`config.mk`:
```
export PLATFORM = sky130hd
export DESIGN_NAME = text_term_writer
export DESIGN_NICKNAME = d
export VERILOG_FILES = /design/src/rtl/text_term_writer.sv
export SDC_FILE = /design/constraint.sdc
export NUM_CORES = 1
export LEC_CHECK = 0
export CORE_MARGIN = 5
export CORE_UTILIZATION = 50
export CTS_BUF_LIST = sky130_fd_sc_hd__clkbuf_16
export DETAILED_ROUTE_END_ITERATION = 10
export PLACE_DENSITY = 0.77
export SETUP_SLACK_MARGIN = 0.3
export SYNTH_ARGS = -nofsm -noshare
export SYNTH_HDL_FRONTEND = slang
export SYNTH_SLANG_ARGS = --single-unit
```
`constraint.sdc`:
```
create_clock -name in_main_clock -period 2.83 [get_ports in_main_clock]
set_clock_uncertainty 0.1 [all_clocks]
set_input_delay 0.566 -clock in_main_clock [delete_from_list [all_inputs] [get_ports in_main_clock]]
set_output_delay 0.566 -clock in_main_clock [all_outputs]
set_load 0.01 [all_outputs]
```
`src/rtl/text_term_writer.sv`:
```
// Turns a byte stream (ASCII + CR/LF/BS/FF) into character-RAM write cycles for the 40x32 EL text display.
// Optional macro TERM_HW_SCROLL_EN: bottom-row newline scrolls via out_scroll_row instead of wrapping to row 0.
module text_term_writer #(
  parameter int unsigned COLS       = 40,
  parameter int unsigned ROWS       = 32,
  parameter int unsigned ADDR_WIDTH = 11,
  parameter logic [7:0]  CLEAR_CHAR = 8'h20
) (
  input  logic                  in_main_clock,
  input  logic                  in_reset_n,
  input  logic [7:0]            in_char_data,
  input  logic                  in_char_valid,
  output logic                  out_char_ready,
  output logic [ADDR_WIDTH-1:0] out_ram_wr_address,
  output logic [7:0]            out_ram_wr_data,
  output logic                  out_ram_wr_en,
  output logic [5:0]            out_cursor_x,
  output logic [4:0]            out_cursor_y,
  output logic [4:0]            out_scroll_row,
  output logic                  out_busy
);

  localparam int unsigned CNT_W        = ADDR_WIDTH + 1;
  localparam int unsigned SCREEN_CELLS = COLS * ROWS;

  typedef enum logic [2:0] {
    INIT_CLEAR   = 3'd0,
    IDLE         = 3'd1,
    WRITE        = 3'd2,
    LINE_CLEAR   = 3'd3,
    SCREEN_CLEAR = 3'd4
  } state_t;

  state_t                state_q, state_d;
  logic [5:0]            cx_q, cx_d;
  logic [4:0]            cy_q, cy_d;
  logic [4:0]            scroll_q, scroll_d;
  logic [CNT_W-1:0]      cnt_q, cnt_d;
  logic [ADDR_WIDTH-1:0] base_q, base_d;
  logic                  pend_q, pend_d;
  logic                  ready_q, ready_d;
  logic                  wr_en_q, wr_en_d;
  logic [ADDR_WIDTH-1:0] addr_q, addr_d;
  logic [7:0]            data_q, data_d;
  logic                  busy_q, busy_d;

  logic                  accept;
  logic [5:0]            row_sum;
  logic [4:0]            phys_row;
  logic [ADDR_WIDTH-1:0] cur_addr;
  logic [4:0]            nl_y, nl_scroll, nl_row;
  logic                  nl_clr;
  logic [ADDR_WIDTH-1:0] nl_base;
  logic                  printable;

  assign accept    = in_char_valid && ready_q;
  assign printable = (in_char_data >= 8'h20) && (in_char_data != 8'h7F);

  // Cursor position to RAM address through the scroll offset.
  always_comb begin
    row_sum  = {1'b0, cy_q} + {1'b0, scroll_q};
    phys_row = (row_sum >= 6'(ROWS)) ? 5'(row_sum - 6'(ROWS)) : 5'(row_sum);
    cur_addr = ADDR_WIDTH'(phys_row) * ADDR_WIDTH'(COLS) + ADDR_WIDTH'(cx_q);
  end

  // Newline outcome: next row, scroll offset and which physical row (if any) must be blanked.
  always_comb begin
    nl_y      = cy_q;
    nl_scroll = scroll_q;
    nl_row    = '0;
    nl_clr    = 1'b0;
    if (cy_q < 5'(ROWS - 1)) begin
      nl_y = cy_q + 5'd1;
    end else begin
      nl_clr = 1'b1;
`ifdef TERM_HW_SCROLL_EN
      nl_scroll = (scroll_q == 5'(ROWS - 1)) ? 5'd0 : scroll_q + 5'd1;
      nl_row    = (nl_scroll == 5'd0) ? 5'(ROWS - 1) : nl_scroll - 5'd1;
`else
      nl_y   = '0;
      nl_row = '0;
`endif
    end
    nl_base = ADDR_WIDTH'(nl_row) * ADDR_WIDTH'(COLS);
  end

  // Next-state and next-output logic; every output is the registered copy of a *_d value.
  always_comb begin
    state_d  = state_q;
    cx_d     = cx_q;
    cy_d     = cy_q;
    scroll_d = scroll_q;
    cnt_d    = cnt_q;
    base_d   = base_q;
    pend_d   = pend_q;
    wr_en_d  = 1'b0;
    addr_d   = addr_q;
    data_d   = data_q;

    case (state_q)
      INIT_CLEAR, SCREEN_CLEAR: begin
        if (cnt_q < CNT_W'(SCREEN_CELLS)) begin
          wr_en_d = 1'b1;
          addr_d  = ADDR_WIDTH'(cnt_q);
          data_d  = CLEAR_CHAR;
          cnt_d   = cnt_q + CNT_W'(1);
        end else begin
          state_d  = IDLE;
          cx_d     = '0;
          cy_d     = '0;
          scroll_d = '0;
        end
      end
      LINE_CLEAR: begin
        if (cnt_q < CNT_W'(COLS)) begin
          wr_en_d = 1'b1;
          addr_d  = base_q + ADDR_WIDTH'(cnt_q);
          data_d  = CLEAR_CHAR;
          cnt_d   = cnt_q + CNT_W'(1);
        end else begin
          state_d = IDLE;
        end
      end
      WRITE: begin
        // A glyph in the last cell of the bottom row still owes a line clear.
        if (pend_q) begin
          state_d = LINE_CLEAR;
          cnt_d   = '0;
          pend_d  = 1'b0;
        end else begin
          state_d = IDLE;
        end
      end
      IDLE: begin
        if (accept) begin
          if (printable) begin
            state_d = WRITE;
            wr_en_d = 1'b1;
            addr_d  = cur_addr;
            data_d  = in_char_data;
            if (cx_q == 6'(COLS - 1)) begin
              cx_d     = '0;
              cy_d     = nl_y;
              scroll_d = nl_scroll;
              pend_d   = nl_clr;
              base_d   = nl_base;
            end else begin
              cx_d = cx_q + 6'd1;
            end
          end else begin
            case (in_char_data)
              8'h0D: cx_d = '0;
              8'h0A: begin
                cx_d     = '0;
                cy_d     = nl_y;
                scroll_d = nl_scroll;
                if (nl_clr) begin
                  state_d = LINE_CLEAR;
                  cnt_d   = '0;
                  base_d  = nl_base;
                end
              end
              8'h08: begin
                if (cx_q != 6'd0) begin
                  state_d = WRITE;
                  cx_d    = cx_q - 6'd1;
                  pend_d  = 1'b0;
                  wr_en_d = 1'b1;
                  addr_d  = cur_addr - ADDR_WIDTH'(1);
                  data_d  = CLEAR_CHAR;
                end
              end
              8'h0C: begin
                state_d = SCREEN_CLEAR;
                cnt_d   = '0;
              end
              default: ;
            endcase
          end
        end
      end
      default: state_d = INIT_CLEAR;
    endcase

    // Ready drops for one cycle after every accepted byte so a held valid is never taken twice.
    ready_d = (state_d == IDLE) && !accept;
    busy_d  = (state_d == INIT_CLEAR) || (state_d == LINE_CLEAR) || (state_d == SCREEN_CLEAR);
  end

  always_ff @(posedge in_main_clock or negedge in_reset_n) begin
    if (!in_reset_n) begin
      state_q  <= INIT_CLEAR;
      cx_q     <= '0;
      cy_q     <= '0;
      scroll_q <= '0;
      cnt_q    <= '0;
      base_q   <= '0;
      pend_q   <= 1'b0;
      ready_q  <= 1'b0;
      wr_en_q  <= 1'b0;
      addr_q   <= '0;
      data_q   <= '0;
      busy_q   <= 1'b1;
    end else begin
      state_q  <= state_d;
      cx_q     <= cx_d;
      cy_q     <= cy_d;
      scroll_q <= scroll_d;
      cnt_q    <= cnt_d;
      base_q   <= base_d;
      pend_q   <= pend_d;
      ready_q  <= ready_d;
      wr_en_q  <= wr_en_d;
      addr_q   <= addr_d;
      data_q   <= data_d;
      busy_q   <= busy_d;
    end
  end

  assign out_char_ready     = ready_q;
  assign out_ram_wr_en      = wr_en_q;
  assign out_ram_wr_address = addr_q;
  assign out_ram_wr_data    = data_q;
  assign out_cursor_x       = cx_q;
  assign out_cursor_y       = cy_q;
  assign out_scroll_row     = scroll_q;
  assign out_busy           = busy_q;

endmodule

```
==> impl_metrics.py, run 1 <==
metrics = {
    "run_status": {
        "outcome": "completed",
    },
    "worst_setup_path": {
        "cp-start-kind": "flip-flop",
        "cp_slowest_stage_delay_ps": 430,
        "crit_slowest_cell": "dfrtp_2",
        "required_ps": 2910,
        "cp_top_family": "adder cells",
        "path_class": "flip-flop to flip-flop",
        "crit_buf_inv": 0,
        "crit_fanout": 4,
        "cpMostUsedCell": "ha_4",
        "endpoint_kind": "flip-flop",
        "arrival_ps": 2770,
        "crit_chain": "ha_4 > ha_4 > fa_2 > xor2_4 > and2_4 > nand3_1 > a21oi_2 > o31ai_2 > mux2i_1 > nand2_1",
    },
    "cts": {
        "htreeDepth": 2,
        "cts_tree": "built",
        "cts_root_buf": "clkbuf_16",
        "cts.sinks": 49,
        "cts_made_buffers": 5,
        "clk_latency_ps": 290,
        "clk_pin_slew_worst_paths_ps": 70,
        "clock_path_buffers": 2,
    },
    "detailed_routing": {
        "wl_per_cell_um": 18.6,
        "drt_iter0_markers": 361,
        "routed_wl_um": 10400,
        "final_antenna_net_count": 0,
        "drc_errors": 0,
        "via_per_inst": 6.21,
        "first_pass_iters": 5,
        "vias": 3471,
    },
    "power_and_ir_drop": {
        "power_density_nw_per_um2": 1010,
        "p_total_mw": 4.62,
        "irDropWorstVdd_mv": 0.549,
        "leakagePower_nw": 2.04,
    },
    "placed_design": {
        "hpwl_um": 6940,
        "placedCellCount": 539,
        "gp_congestion": 0.942,
        "io_buffer_count": 43,
        "pre_cts_ws_ps": -231,
    },
    "sta": {
        "clock.fmax_ghz": 0.371,
        "setup_violations": 0,
        "fin_crit_ps": 2700,
        "rsz0062_at_grt": "true",
        "hold_viol": 0,
        "timing.final.ws_setup_ps": 131,
        "period_share_pct": 95.4,
        "fin_setup_tns_ps": 0,
        "drv_slew": 0,
        "worst_pin_slew_ps": 727,
        "relSlewSlack_pct": 51.3,
    },
    "synthesis": {
        "ys_ff_latch": 49,
        "synth-main-ff-cell": "dfrtp_1",
        "synth-async-reset-ratio_pct": 100,
        "synth_cell_type_count": 64,
        "seq_area_frac_synth_pct": 36.1,
        "ys_warn_count": 0,
        "syn_inst": 397,
        "synth_edf_count": 0,
        "synth.avg_cell_area_um2": 8.56,
        "syn_area_um2": 3400,
    },
    "cells_and_area": {
        "fill_cells": 490,
        "diodes": 0,
        "syn_to_final_growth_pct": 34.6,
        "final_util_pct": 68.1,
        "instances_no_fill": 559,
        "layout-drive-gt1-share_pct": 23.8,
        "fin_nets": 506,
    },
    "floorplanning": {
        "pin_count": 49,
        "start_util_pct": 50.6,
        "die_w_um": 92.4,
        "core.rowCount": 30,
        "core_area_um2": 6720,
        "die_h_um": 92.4,
        "dieArea_um2": 8550,
    },
    "global_routing": {
        "grt_pass1_vias": 3297,
        "antenna_found_initial": 0,
        "overflow": 0,
        "grt_pass1_wl_um": 16000,
        "grt_max_degree": 29,
        "grt_use_total_pct": 23.2,
    },
    "run": {
        "max_cap_viol_count": 0,
    },
    "hold_path": {
        "hold_class": "input port to async pin",
    },
}
-- worst reg2reg max path: cells and delay by family (launching register included) --
kind | cells | cell delay (ps)
fa+ha+maj | 3 | 800
mux | 1 | 280
flops | 1 | 430
simple gates | 3 | 360
xor+xnor | 1 | 180
compound gates | 2 | 420
-- per-stage QoR --
stage               cell area [µm²]  hold WS, ps
finish                         4580          148
global route                   4580          190
CTS                            4390          166
detailed placement             4150          364
global placement               4150          351
floorplan                      3450          170
-- cells in the final DEF, fill, tap and decap left out, drive strengths merged, types with 15 or more instances in the layout --
| cell | count |
|---|---|
| buf | 53 |
| dfrtp | 48 |
| nand2 | 39 |
| o21ai | 39 |
| clkdlybuf4s50 | 37 |
| nor2 | 35 |
| a21oi | 29 |
| nand3 | 16 |
| and3 | 15 |
| ha | 15 |
-- final cells by class --
cell class,instances,area (µm²),share of cell area [%]
multi-input combinational,315,2210,48.4
sequential,49,1230,26.9
timing repair buffer,95,838,18.3
clock buffer,5,125,2.73
tap,80,100,2.19
inverter,12,47.5,1.04
clock inverter,3,17.5,0.383
-- report_power, final --
group	total, mW	leakage [nW]	switching [mW]	internal (mW)
registers	1.20	0.633	0.245	0.954
clock network	0.599	0.0754	0.272	0.327
logic	2.82	1.33	1.52	1.31
total	4.62	2.04	2.03	2.59
-- logic make-up after synthesis --
| logic type | after synthesis | share of synthesized area (%) |
|---|---|---|
| simple gates | 161 | 25.4 |
| other cells | 1 | 0.110 |
| xor+xnor | 13 | 3.35 |
| fa+ha+maj | 17 | 6.70 |
| buf+inv | 37 | 5.52 |
| compound gates | 114 | 21.4 |
| flops | 49 | 36.1 |
| mux | 5 | 1.47 |
-- worst paths after layout --
check                                    start                      to  slack [ps]  cells after the start
max                            out_cursor_y[3]  out_ram_wr_address[10]         130                     10
min                                 in_reset_n                  pend_q         150                      1
max reg2reg                    out_cursor_y[3]  out_ram_wr_address[10]         130                     10
min reg2reg                 out_ram_wr_data[1]      out_ram_wr_data[1]         370                      2
max in group asynchronous           in_reset_n         out_cursor_x[5]        1940                      2
min in group in_main_clock  out_ram_wr_data[1]      out_ram_wr_data[1]         370                      2
-- cell usage after synthesis, types with 2 or more instances --
library cell | number | share of area [%]
buf_4 | 7 | 1.5
clkbuf_1 | 6 | 0.66
and3_2 | 2 | 0.44
dfrtp_1 | 48 | 35
or3_1 | 2 | 0.37
nor2b_1 | 6 | 1.1
nor3b_1 | 2 | 0.44
o21ai_0 | 25 | 3.7
a41oi_1 | 4 | 1.0
nor4_1 | 2 | 0.37
nand4_1 | 5 | 0.92
xnor2_1 | 7 | 1.8
o21ai_1 | 14 | 2.1
nor3_1 | 5 | 0.74
a221oi_1 | 2 | 0.52
a22oi_1 | 2 | 0.44
a21o_1 | 6 | 1.3
and2_1 | 2 | 0.37
nand3_1 | 16 | 2.4
o31ai_1 | 6 | 1.3
nand2_1 | 39 | 4.3
and3_1 | 13 | 2.4
a211oi_1 | 4 | 0.88
nor2_1 | 34 | 3.8
or4_1 | 3 | 0.66
a31oi_1 | 6 | 1.1
nand2b_1 | 14 | 2.6
a211o_1 | 2 | 0.52
o21a_1 | 3 | 0.66
buf_2 | 10 | 1.5
a21oi_1 | 28 | 4.1
o211ai_1 | 2 | 0.44
mux2i_1 | 5 | 1.5
ha_1 | 15 | 5.5
nand3b_1 | 2 | 0.44
inv_1 | 11 | 1.2
xor2_1 | 6 | 1.5
fa_1 | 2 | 1.2
o22ai_1 | 3 | 0.55
or2_2 | 2 | 0.37
-- sequential cells by signal, summed over array words and instances (netlist names) --
name                cells
cnt_q                  12
out_ram_wr_data         8
state_q                 3
pend_q                  1
out_busy                1
out_cursor_x            6
out_cursor_y            5
out_ram_wr_address     11
out_ram_wr_en           1
out_char_ready          1
-- per-layer routing --
metal | routed length, µm | up-vias | share of wire (%) | GRT usage (%)
met3 | 793 | 41 | 7.6 | 4.63
li1 | - | 1579 | - | -
met5 | 0 | - | 0 | 0
met2 | 5020 | 177 | 48 | 37.7
met1 | 4350 | 1674 | 42 | 30.7
met4 | 241 | 0 | 2.3 | 8.04
-- timing repair --
action	in CTS	in global routing
buffers inserted	3	8
gates cloned	0	1
pin swaps	9	15
hold buffers	0	0
resized for setup	19	35
setup endpoints to repair	35	22
(Power assumes the default switching activity.)
==> run 2: changes to the inputs <==
--- a/config.mk
+++ b/config.mk
@@ -6,10 +6,10 @@
 export NUM_CORES = 1
 export LEC_CHECK = 0
 export CORE_MARGIN = 5
-export CORE_UTILIZATION = 50
+export CORE_UTILIZATION = 26
 export CTS_BUF_LIST = sky130_fd_sc_hd__clkbuf_16
 export DETAILED_ROUTE_END_ITERATION = 10
-export PLACE_DENSITY = 0.77
+export PLACE_DENSITY = 0.46
 export SETUP_SLACK_MARGIN = 0.3
 export SYNTH_ARGS = -nofsm -noshare
 export SYNTH_HDL_FRONTEND = slang
==> impl_metrics.py, run 2 (synthesis gave the netlist of run 1 again) <==
metrics = {
    "global_routing": {
        "overflow": 0,
        "grt_pass1_wl_um": 16500,
        "grt_pass1_vias": 3121,
        "grt_use_total_pct": 13.0,
        "antenna_found_initial": 0,
        "grt_max_degree": 28,
    },
    "floorplanning": {
        "pin_count": 49,
        "start_util_pct": 26.7,
        "core_area_um2": 12700,
        "core.rowCount": 41,
        "dieArea_um2": 15500,
        "die_w_um": 124,
        "die_h_um": 124,
    },
    "placed_design": {
        "hpwl_um": 7730,
        "place_area_um2": 4310,
        "io_buffer_count": 43,
        "gp_congestion": 0.850,
        "placedCellCount": 637,
    },
    "detailed_routing": {
        "first_pass_iters": 4,
        "via_per_inst": 4.92,
        "drc_errors": 0,
        "vias": 3245,
        "wl_per_cell_um": 15.6,
        "routed_wl_um": 10300,
        "drt_iter0_markers": 160,
        "final_antenna_net_count": 0,
    },
    "sta": {
        "rsz0062_at_grt": "true",
        "fin_setup_tns_ps": 0,
        "hold_viol": 0,
        "fin_crit_ps": 2560,
        "period_share_pct": 90.3,
        "drv_slew": 0,
        "clock.fmax_ghz": 0.391,
        "setup_violations": 0,
        "worst_pin_slew_ps": 801,
        "relSlewSlack_pct": 46.4,
    },
    "cts": {
        "cts_hold_buf": 0,
        "cts.sinks": 49,
        "cts_tree": "built",
        "clk_latency_ps": 300,
        "clk_pin_slew_worst_paths_ps": 70,
        "htreeDepth": 2,
        "cts_root_buf": "clkbuf_16",
        "clock_path_buffers": 2,
        "cts_made_buffers": 5,
    },
    "hold_path": {
        "hold_class": "input port to async pin",
    },
    "cells_and_area": {
        "final_cell_mix": "buf_4, dfrtp_1, nand2_1, clkdlybuf4s50_1, nor2_1",
        "largest_reg_flops": 12,
        "layout_commonest_cell": "buf_4",
        "syn_to_final_growth_pct": 39.1,
        "diodes": 0,
        "instances_no_fill": 659,
        "layout-drive-gt1-share_pct": 24.2,
        "fill_cells": 1333,
        "fin_area_um2": 4730,
        "fin_nets": 514,
        "top_register": "cnt_q",
    },
    "run_status": {
        "outcome": "completed",
    },
    "power_and_ir_drop": {
        "leakagePower_nw": 2.06,
        "p_total_mw": 4.61,
        "irDropWorstVdd_mv": 0.366,
        "power_density_nw_per_um2": 975,
    },
    "run": {
        "max_cap_viol_count": 0,
    },
    "worst_setup_path": {
        "cp-start-kind": "flip-flop",
        "crit_fanout": 5,
        "endpoint_kind": "flip-flop",
        "arrival_ps": 2620,
        "required_ps": 2900,
        "path_class": "flip-flop to flip-flop",
    },
}
-- run 2: area by class of cell --
type / instances / area (µm²) / area share, %
well taps: 172 / 215 / 4.55
multi-input cells: 315 / 2200 / 46.5
clock inverters: 3 / 13.8 / 0.291
inverters: 12 / 47.5 / 1.01
repair buffers: 103 / 892 / 18.9
clock buffers: 5 / 125 / 2.65
flip-flops and latches: 49 / 1230 / 26.1
-- run 2: worst paths after layout --
path                        slack, ps                from                     to  depth (start not counted)
min reg2reg                       390  out_ram_wr_data[2]     out_ram_wr_data[2]                          2
max                               270     out_cursor_y[1]  out_ram_wr_address[9]                          7
min in group in_main_clock        390  out_ram_wr_data[2]     out_ram_wr_data[2]                          2
min                               170          in_reset_n     out_ram_wr_data[1]                          1
max reg2reg                       270     out_cursor_y[1]  out_ram_wr_address[9]                          7
max in group asynchronous        1890          in_reset_n               cnt_q[7]                          2
-- run 2: timing repair --
action,4_1_cts,5_1_grt
buffers inserted,4,10
pin swaps,12,15
resized for setup,19,27
setup endpoints to repair,30,28
hold endpoints to repair,0,0
-- run 2: through the flow --
stage,hold WS [ps],util [%],setup WS (ps)
6_report,174,37.2,275
3_5_place_dp,369,33.9,-203
3_3_place_gp,357,33.9,-162
2_1_floorplan,170,-,309
5_1_grt,226,37.2,160
4_1_cts,191,35.6,269
-- run 2: report_power, final --
part	total, mW	switching [mW]	internal [mW]
sequential	1.21	0.256	0.955
clock	0.592	0.270	0.322
combinational	2.81	1.47	1.33
-- run 2: critical path, stage by stage, from the launching register on --
cell and delay (ps):
dfrtp_2 430, ha_4 290, ha_4 130, fa_2 470
or4_4 550, o21ai_4 160, mux2i_1 200, o211ai_1 110
-- run 2: routing by layer --
metal,GRT usage [%],part of all wire [%]
met1,18.1,48
met2,20.5,47
met3,2.02,2.8
met4,4.58,1.5
met5,0,0
==> run 3: changes to the inputs <==
--- a/config.mk
+++ b/config.mk
@@ -6,10 +6,10 @@
 export NUM_CORES = 1
 export LEC_CHECK = 0
 export CORE_MARGIN = 5
-export CORE_UTILIZATION = 26
+export CORE_UTILIZATION = 50
 export CTS_BUF_LIST = sky130_fd_sc_hd__clkbuf_16
 export DETAILED_ROUTE_END_ITERATION = 10
-export PLACE_DENSITY = 0.46
+export PLACE_DENSITY = 0.77
 export SETUP_SLACK_MARGIN = 0.3
 export SYNTH_ARGS = -nofsm -noshare
 export SYNTH_HDL_FRONTEND = slang
==> results of run 3 <==
Same layout as run 1: the final DEF is identical, and so are final timing and power.
